### config.mk
export PLATFORM = sky130hd
export DESIGN_NAME = alu_issue_ctrl
export DESIGN_NICKNAME = d
export VERILOG_FILES = /design/src/rtl/alu_issue_ctrl_pkg.sv /design/src/rtl/alu_issue_ctrl_op_decode.sv /design/src/rtl/alu_issue_ctrl.sv
export SDC_FILE = /design/constraint.sdc
export NUM_CORES = 1
export LEC_CHECK = 0
export ABC_AREA = 1
export CAP_MARGIN = 20
export CORE_AREA = 3 3 136 138
export CTS_CLUSTER_DIAMETER = 200
export DETAILED_ROUTE_END_ITERATION = 8
export DIE_AREA = 0 0 139 141
export DONT_BUFFER_PORTS = 1
export PLACE_DENSITY_LB_ADDON = 0.1
export SKIP_CTS_REPAIR_TIMING = 1
export SLEW_MARGIN = 20
export SYNTH_ARGS = -nofsm -noshare
export SYNTH_HDL_FRONTEND = slang
export SYNTH_SLANG_ARGS = --single-unit
### constraint.sdc
create_clock -name clk -period 2.9 [get_ports clk]
set_input_delay 0.58 -clock clk [delete_from_list [all_inputs] [get_ports clk]]
set_output_delay 0.58 -clock clk [all_outputs]
set_load 0.01 [all_outputs]
### src/rtl/alu_issue_ctrl_pkg.sv
// Shared constants for the ALU issue sequencer: wasm opcodes, ALU control
// codes and the sequencer state encoding.
package alu_issue_ctrl_pkg;

   localparam int ST_WIDTH_DEF = 32;

   // wasm i32 opcode bytes handled by the sequencer
   localparam logic [7:0] OP_SELECT = 8'h1B;
   localparam logic [7:0] OP_EQZ    = 8'h45;
   localparam logic [7:0] OP_EQ     = 8'h46;
   localparam logic [7:0] OP_NE     = 8'h47;
   localparam logic [7:0] OP_LT_S   = 8'h48;
   localparam logic [7:0] OP_LT_U   = 8'h49;
   localparam logic [7:0] OP_GT_S   = 8'h4A;
   localparam logic [7:0] OP_GT_U   = 8'h4B;
   localparam logic [7:0] OP_LE_S   = 8'h4C;
   localparam logic [7:0] OP_LE_U   = 8'h4D;
   localparam logic [7:0] OP_GE_S   = 8'h4E;
   localparam logic [7:0] OP_GE_U   = 8'h4F;
   localparam logic [7:0] OP_ADD    = 8'h6A;
   localparam logic [7:0] OP_SUB    = 8'h6B;
   localparam logic [7:0] OP_AND    = 8'h71;
   localparam logic [7:0] OP_OR     = 8'h72;
   localparam logic [7:0] OP_SHL    = 8'h74;
   localparam logic [7:0] OP_SHR_S  = 8'h75;
   localparam logic [7:0] OP_SHR_U  = 8'h76;
   localparam logic [7:0] OP_ROTL   = 8'h77;
   localparam logic [7:0] OP_ROTR   = 8'h78;

   // 5-bit ALU control codes
   localparam logic [4:0] ALU_ADD    = 5'b00000;
   localparam logic [4:0] ALU_SUB    = 5'b00001;
   localparam logic [4:0] ALU_AND    = 5'b00010;
   localparam logic [4:0] ALU_OR     = 5'b00011;
   localparam logic [4:0] ALU_SELECT = 5'b00100;
   localparam logic [4:0] ALU_EQZ    = 5'b00101;
   localparam logic [4:0] ALU_EQ     = 5'b00110;
   localparam logic [4:0] ALU_LT_U   = 5'b00111;
   localparam logic [4:0] ALU_GT_U   = 5'b01000;
   localparam logic [4:0] ALU_LE_U   = 5'b01001;
   localparam logic [4:0] ALU_GE_U   = 5'b01010;
   localparam logic [4:0] ALU_LT_S   = 5'b01011;
   localparam logic [4:0] ALU_GT_S   = 5'b01100;
   localparam logic [4:0] ALU_LE_S   = 5'b01101;
   localparam logic [4:0] ALU_GE_S   = 5'b01110;
   localparam logic [4:0] ALU_NE     = 5'b01111;
   localparam logic [4:0] ALU_SHL    = 5'b10000;
   localparam logic [4:0] ALU_SHR_S  = 5'b10001;
   localparam logic [4:0] ALU_SHR_U  = 5'b10010;
   localparam logic [4:0] ALU_ROTL   = 5'b10011;
   localparam logic [4:0] ALU_ROTR   = 5'b10100;

   typedef enum logic [2:0] {
      ST_IDLE = 3'd0,
      ST_POP  = 3'd1,
      ST_EXEC = 3'd2,
      ST_PUSH = 3'd3,
      ST_DONE = 3'd4,
      ST_ERR  = 3'd5
   } state_e;

endpackage

### src/rtl/alu_issue_ctrl_op_decode.sv
// Combinational opcode decoder: opcode byte -> legality, ALU control, operand count.
module alu_op_decode
   import alu_issue_ctrl_pkg::*;
(
   input  logic [7:0] op_code,
   output logic       legal,
   output logic [4:0] alu_ctrl,
   output logic [1:0] nops
);

   // Table lookup; anything not listed is illegal with zero ctrl/nops
   always_comb begin
      legal    = 1'b1;
      alu_ctrl = 5'b00000;
      nops     = 2'd2;
      unique case (op_code)
         OP_ADD:    alu_ctrl = ALU_ADD;
         OP_SUB:    alu_ctrl = ALU_SUB;
         OP_AND:    alu_ctrl = ALU_AND;
         OP_OR:     alu_ctrl = ALU_OR;
         OP_SELECT: begin alu_ctrl = ALU_SELECT; nops = 2'd3; end
         OP_EQZ:    begin alu_ctrl = ALU_EQZ;    nops = 2'd1; end
         OP_EQ:     alu_ctrl = ALU_EQ;
         OP_NE:     alu_ctrl = ALU_NE;
         OP_LT_S:   alu_ctrl = ALU_LT_S;
         OP_LT_U:   alu_ctrl = ALU_LT_U;
         OP_GT_S:   alu_ctrl = ALU_GT_S;
         OP_GT_U:   alu_ctrl = ALU_GT_U;
         OP_LE_S:   alu_ctrl = ALU_LE_S;
         OP_LE_U:   alu_ctrl = ALU_LE_U;
         OP_GE_S:   alu_ctrl = ALU_GE_S;
         OP_GE_U:   alu_ctrl = ALU_GE_U;
         OP_SHL:    alu_ctrl = ALU_SHL;
         OP_SHR_S:  alu_ctrl = ALU_SHR_S;
         OP_SHR_U:  alu_ctrl = ALU_SHR_U;
         OP_ROTL:   alu_ctrl = ALU_ROTL;
         OP_ROTR:   alu_ctrl = ALU_ROTR;
         default: begin
            legal = 1'b0;
            nops  = 2'd0;
         end
      endcase
   end

endmodule

### src/rtl/alu_issue_ctrl.sv
// Issue sequencer: accepts one opcode, pops its operands, drives the ALU for
// one cycle and pushes the result back onto the operand stack.
// Handshakes: an op is taken on op_valid & op_ready; pop_req/push_req are
// levels held (with push_data) until the matching ack is sampled high on a
// rising edge, and the transfer completes on that edge.
module alu_issue_ctrl
   import alu_issue_ctrl_pkg::*;
#(
   parameter int ST_WIDTH = ST_WIDTH_DEF,
   parameter int DEPTH_W  = 8
) (
   input  logic                clk,
   input  logic                rst_n,
   input  logic                op_valid,
   output logic                op_ready,
   input  logic [7:0]          op_code,
   input  logic [DEPTH_W-1:0]  stack_depth,
   output logic                pop_req,
   input  logic                pop_ack,
   input  logic [ST_WIDTH-1:0] pop_data,
   output logic                push_req,
   input  logic                push_ack,
   output logic [ST_WIDTH-1:0] push_data,
   output logic [ST_WIDTH-1:0] alu_a,
   output logic [ST_WIDTH-1:0] alu_b,
   output logic [ST_WIDTH-1:0] alu_c,
   output logic [4:0]          alu_ctrl,
   input  logic [31:0]         alu_result,
   output logic                done,
   output logic                err,
   output logic                busy,
   output logic [2:0]          dbg_state
);

   state_e              state_q, state_d;
   logic [4:0]          ctrl_q, ctrl_d;
   logic [1:0]          nops_q, nops_d;
   logic [1:0]          cnt_q, cnt_d;
   logic [ST_WIDTH-1:0] a_q, a_d, b_q, b_d, c_q, c_d;
   logic [ST_WIDTH-1:0] push_data_q, push_data_d;

   logic                dec_legal;
   logic [4:0]          dec_ctrl;
   logic [1:0]          dec_nops;

   alu_op_decode u_decode (
      .op_code  (op_code),
      .legal    (dec_legal),
      .alu_ctrl (dec_ctrl),
      .nops     (dec_nops)
   );

   // State, operand and result registers; reset drops any op in flight
   always_ff @(posedge clk or negedge rst_n) begin
      if (!rst_n) begin
         state_q     <= ST_IDLE;
         ctrl_q      <= '0;
         nops_q      <= '0;
         cnt_q       <= '0;
         a_q         <= '0;
         b_q         <= '0;
         c_q         <= '0;
         push_data_q <= '0;
      end else begin
         state_q     <= state_d;
         ctrl_q      <= ctrl_d;
         nops_q      <= nops_d;
         cnt_q       <= cnt_d;
         a_q         <= a_d;
         b_q         <= b_d;
         c_q         <= c_d;
         push_data_q <= push_data_d;
      end
   end

   // Next-state and register updates
   always_comb begin
      state_d     = state_q;
      ctrl_d      = ctrl_q;
      nops_d      = nops_q;
      cnt_d       = cnt_q;
      a_d         = a_q;
      b_d         = b_q;
      c_d         = c_q;
      push_data_d = push_data_q;
      unique case (state_q)
         ST_IDLE: begin
            if (op_valid) begin
               ctrl_d = dec_ctrl;
               nops_d = dec_nops;
               cnt_d  = '0;
               // Operands not used by this op must read as zero
               a_d    = '0;
               b_d    = '0;
               c_d    = '0;
               if (!dec_legal || (stack_depth < DEPTH_W'(dec_nops)))
                  state_d = ST_ERR;
               else
                  state_d = ST_POP;
            end
         end
         ST_POP: begin
            if (pop_ack) begin
               unique case (cnt_q)
                  2'd0:    a_d = pop_data;
                  2'd1:    b_d = pop_data;
                  default: c_d = pop_data;
               endcase
               cnt_d = cnt_q + 2'd1;
               if ((cnt_q + 2'd1) == nops_q) state_d = ST_EXEC;
            end
         end
         ST_EXEC: begin
            push_data_d       = '0;
            push_data_d[31:0] = alu_result;
            state_d           = ST_PUSH;
         end
         ST_PUSH: begin
            if (push_ack) state_d = ST_DONE;
         end
         ST_DONE: state_d = ST_IDLE;
         ST_ERR:  state_d = ST_IDLE;
         default: state_d = ST_IDLE;
      endcase
   end

   // Outputs decoded from the registered state only
   always_comb begin
      op_ready  = (state_q == ST_IDLE);
      busy      = (state_q != ST_IDLE);
      pop_req   = (state_q == ST_POP);
      push_req  = (state_q == ST_PUSH);
      done      = (state_q == ST_DONE);
      err       = (state_q == ST_ERR);
      push_data = push_data_q;
      alu_a     = a_q;
      alu_b     = b_q;
      alu_c     = c_q;
      alu_ctrl  = ctrl_q;
      dbg_state = state_q;
   end

endmodule
---- Word level (Yosys, flattened, before mapping) ----
Index checks and enable logic that the tools add are counted.
Widths: inputs -> output; s select.
cells by class
  $add $sub $neg .......................... 1
  order comparisons ....................... 1
  eq/ne operators ......................... 35
  mux-type cells .......................... 22
  reductions and logical operators ........ 15
operator list
  operator             number
  $mux 32              7
  $pmux 32 s2          3
  $eq 8x7->1 const B   20
  $pmux 5 s20          1
  $reduce_or 21->1     1
  $reduce_or 19->1     1
  $reduce_and 4->1     4
  $mux 3               5
  $pmux 3 s4           1
  $ne 2x1->1 const B   5
  $eq 8x5->1 const B   1
  $lt 8x2->1           1
  $eq 3x2->1 const B   2
  $eq 3x3->1 const B   2
  $pmux 2 s3           1
  $mux 2               2
  $ne 2x2->1 const B   2
  $pmux 2 s2           1
  $eq 3x1->1 const B   1
  $logic_not 3->1      1
  $reduce_and 3->1     1
  $reduce_bool 3->1    1
  $add 2x1->2 const B  1
  $eq 2x1->1 const B   1
  8 further kinds      8
word-level totals
  register bits after elaboration ......... 140
  input port bits ......................... 85
  output and inout bits ................... 142
  word-level logic and storage cells ...... 82

---- Longest topological paths before layout ----
  depth in word-level cells ............... 8
  mapped depth ............................ 15
  mapped depth without buffers ............ 15

---- Cells and area by module ----
A second synthesis with hierarchy kept.
unflattened totals
  cells, all modules ...................... 708
  area, all modules ....................... 6,200.9 um^2
modules (own cells, without submodules)
  module          instances  cells an instance  area each (um^2)  seq. area each (um^2)
  alu_issue_ctrl  1          613                5,785.5           3,503.4
  alu_op_decode   1          95                 415.4             0.0

---- Worst setup path after synthesis ----
No wires, ideal clock.
  kind .................................... input port to flip-flop
  start ................................... input port op_code[7]
  end ..................................... register state_q[2] (netlist: dbg_state[2])
  setup time .............................. 0.078 ns
  data arrival time ....................... 2.107 ns
  slack ................................... 0.715 ns
  cell stages on the path ................. 14
  cell sequence ........................... inv_1 nand2_1 nor2_1 inv_1 nor2_1 inv_1 nand4_1 inv_1 ha_1 nor4_1 nand2_1 nand2_1 nand2_1 a21oi_1
on the way
  word-level cells in the longest chain between the ends .. 8
ends and longest elaborated chain
  element                                                                       line                            text
  from (decl)                                                                   alu_issue_ctrl.sv:16            input logic [7:0] op_code,
  $eq 8x7->1 / $eq 8x5->1 (equally long branches)                               alu_issue_ctrl_op_decode.sv:16  unique case (op_code)
  $reduce_or 19->1 (no source line) / $reduce_or 21->1 (equally long branches)  n/a
  $pmux 2 s3 / $mux 1 (equally long branches)                                   alu_issue_ctrl_op_decode.sv:16
  $lt 8x2->1 / $logic_not 1->1 (equally long branches)                          alu_issue_ctrl.sv:96            if (!dec_legal || (stack_depth < DEPTH_W'(dec_nops)))
  $logic_or 1x1->1 (*)                                                          alu_issue_ctrl.sv:96
  $mux 3 (*)                                                                    alu_issue_ctrl.sv:96
  $mux 3 (*)                                                                    alu_issue_ctrl.sv:88            if (op_valid) begin
  $pmux 3 s4 (*)                                                                alu_issue_ctrl.sv:86            unique case (state_q)
  to (signal assigned)                                                          alu_issue_ctrl.sv:65            state_q <= state_d;
  to (decl)                                                                     alu_issue_ctrl.sv:35            state_e state_q, state_d;
Mark *: on every way between the ends. The rest lies on a longest branch, timed or not. The select of a mux whose other input is x is not followed.
A chain may end at the register's enable or synchronous reset.

---- Worst setup path after layout ----
  start ................................... register state_q[0] (netlist: dbg_state[0])
  end ..................................... output port busy
on the way
  word-level cells in the longest chain between the ends .. 1
ends and longest elaborated chain
  element            line                   text
  $reduce_bool 3->1  alu_issue_ctrl.sv:130  busy = (state_q != ST_IDLE);
  to (decl)          alu_issue_ctrl.sv:31   output logic busy,
No other way between the ends.

==> metrics.yaml <==
cp-startpoint: "dbg_state[0]"
cp_max_fo: 5
grtUsageTotal_pct: 15.2
dp_hpwl_mm: 10.2
ios: 227
period_share_pct: 73.1
dieArea_mm2: 0.0196
clock_latency_ps: 410
num_vias: 3945
syn_inst: 572
r2r_end: "alu_b[11]"
post-synth-top-count-cell: "dfrtp_1"
synth_seq_cells: 140
clk_pin_slew_ps: 60
multi_input_area_mm2: 0.00212
setup_viol: 0
cp-start-kind: "flip-flop"
yosysSeqAreaShare_pct: 57.8
clock_sinks: 140
r2r_cells: 7
critPathKind: "reg2out"
synth_nets: 660
antenna_found_initial: 0
synth.distinct_cells: 30
drc: 0
grt_pass1_vias: 4185
start_util_pct: 35.0
rsz0062_at_grt: "no"
slew_headroom_pct: 63.2
fin_tns_setup_ps: 0
synth_edf_count: 0
routedWlPerCell_um: 17.9
whs_ps: -147
clockRootBuffer: "clkbuf_16"
drt_iter0_markers: 185
grt_pass1_wl_mm: 23.3
diodes: 0
yosys.area.top_type_share_pct: 57.8
violations: "negative hold slack"
place.gp.congestion: 0.847
clock_skew_ps: 9.26
final_layout_size_suffix_gt1_share_pct: 22.7
rows: 48
synth-async-reset-ratio_pct: 100
yosysTopAreaCell: "dfrtp_1"
fill_cells: 1695
slew_violations: 0
firstDrtPassIters: 4
timing.rr.start: "dbg_state[0]"
period_needed_ps: 2120
syn_avg_cell_area_um2: 10.6
cts_buffers: 17
worstMarginPinSlew_ps: 548
antenna_left: 0
synth_area_mm2: 0.00606
cp_data_required_time_ps: 2320
synthFlopType: "dfrtp_1"
h-tree-depth: 4
design.core.area_mm2: 0.0173
seq_area_mm2: 0.00350
fmax_ghz: 0.472
nets: 667
peakVddDrop_mv: 0.600
die_x_um: 139
ff2ff_setup_slack_ps: 790
hold_violations: 140
fp.dieH_um: 141
numPortBuffers: 0
cp-end-kind: "output pin"
cts_tree: "done"
cellPowerDensity_mw_per_mm2: 1190
hp-class: "in2async"
synth_area_leaders: "dfrtp_1 (58%), mux2_2 (16%), inv_1 (5.4%), nand2_1 (5.0%), nor2_1 (3.7%)"
grt-ovfl-total: 0
dpl_worst_slack_ps: 716
totalWireLength_mm: 14.6
cts_buffer_depth: 2
viasPerCell: 4.83
grt_max_degree: 141
yosysWarnings: 0
final.setup.worst_slack_ps: 781
p_leak_nw: 3.34
max-cap-violations: 0
status: "complete, but fails checks"
syn2layout_area_growth_pct: 13.8
cp.arrival_ps: 1540
ys_top_cells_by_count: "dfrtp_1 (140), inv_1 (88), mux2_2 (85)"
-- layout make-up --
type | count | area share [%]
clock buffer | 22 | 7.02
tap | 225 | 4.08
clock inverter | 9 | 1.23
multi-input combinational | 320 | 30.7
sequential | 140 | 50.8
timing repair buffer | 7 | 1.12
inverter | 93 | 5.06
-- how the worst max path moves through the flow --
| stage | to | cells past startpoint |
|---|---|---|
| after floorplan | dbg_state[2] | 14 |
| after global placement | dbg_state[2] | 15 |
| after detailed placement | dbg_state[2] | 15 |
| after CTS | busy | 4 |
| after global routing | cnt_q[0] | 9 |
| final | busy | 4 |
-- worst max-delay path, cell delays in order, from the launching register on --
cell and delay [ps]:
dfrtp_1 480, inv_1 130, nand2_1 80, nor2_2 240, inv_2 190
-- sequential cells by signal (all words and copies together), names as in the netlist --
register / count
alu_a: 32
alu_c: 32
dbg_state: 3
alu_b: 32
alu_ctrl: 5
nops_q: 2
cnt_q: 2
push_data: 32
-- cells in the final DEF (no fill, tap or decap), drive strengths merged --
master,n
a31oi,1
clkinv,3
xor2,1
a21oi,4
clkinvlp,3
bufinv,1
clkbuf,22
o21a,1
nand3,16
nor2,61
nor3b,1
mux2,96
o21ai,41
xnor2,1
nand2,81
nand4,3
o211ai,3
ha,3
nor3,5
buf,7
nor4,1
inv,95
dfrtp,140
or2,1
-- layer usage --
layer | vias to the layer above | wire [µm] | global-route usage [%]
li1 | 1836 | - | -
met1 | 1915 | 5830 | 17.6
met2 | 175 | 7240 | 25.0
met3 | 19 | 1240 | 6.34
met4 | 0 | 278 | 6.02
met5 | - | 0 | 0
-- cell families after synthesis --
logic type / after synthesis / synth area share, %
adder cells (fa/ha/maj): 3 / 0.619
buffers and inverters: 112 / 7.49
flip-flops: 140 / 57.8
XOR/XNOR: 2 / 0.289
AND/OR/NAND/NOR: 169 / 11.3
multiplexers: 96 / 17.8
AO/OA/AOI/OAI: 50 / 4.69
-- where the power goes --
| part | internal [mW] | total [mW] | switching, mW |
|---|---|---|---|
| Sequential | 2.70 | 3.58 | 0.881 |
| Combinational | 1.16 | 2.56 | 1.40 |
| Clock | 1.27 | 2.08 | 0.816 |
| Total | 5.12 | 8.22 | 3.09 |
-- stage by stage --
step                cells  utilization (%)  power [mW]  hold slack [ps]  area, µm²
floorplan             572                -        5.46              284       6060
global placement      785             36.6        6.19              288       6330
detailed placement    785             36.6        6.26              288       6330
CTS                   816             39.9        8.39             -171       6900
global route          816             39.9        8.79             -178       6900
finish                816             39.9        8.22             -147       6900
No activity file was read; power rests on OpenSTA's default activity.
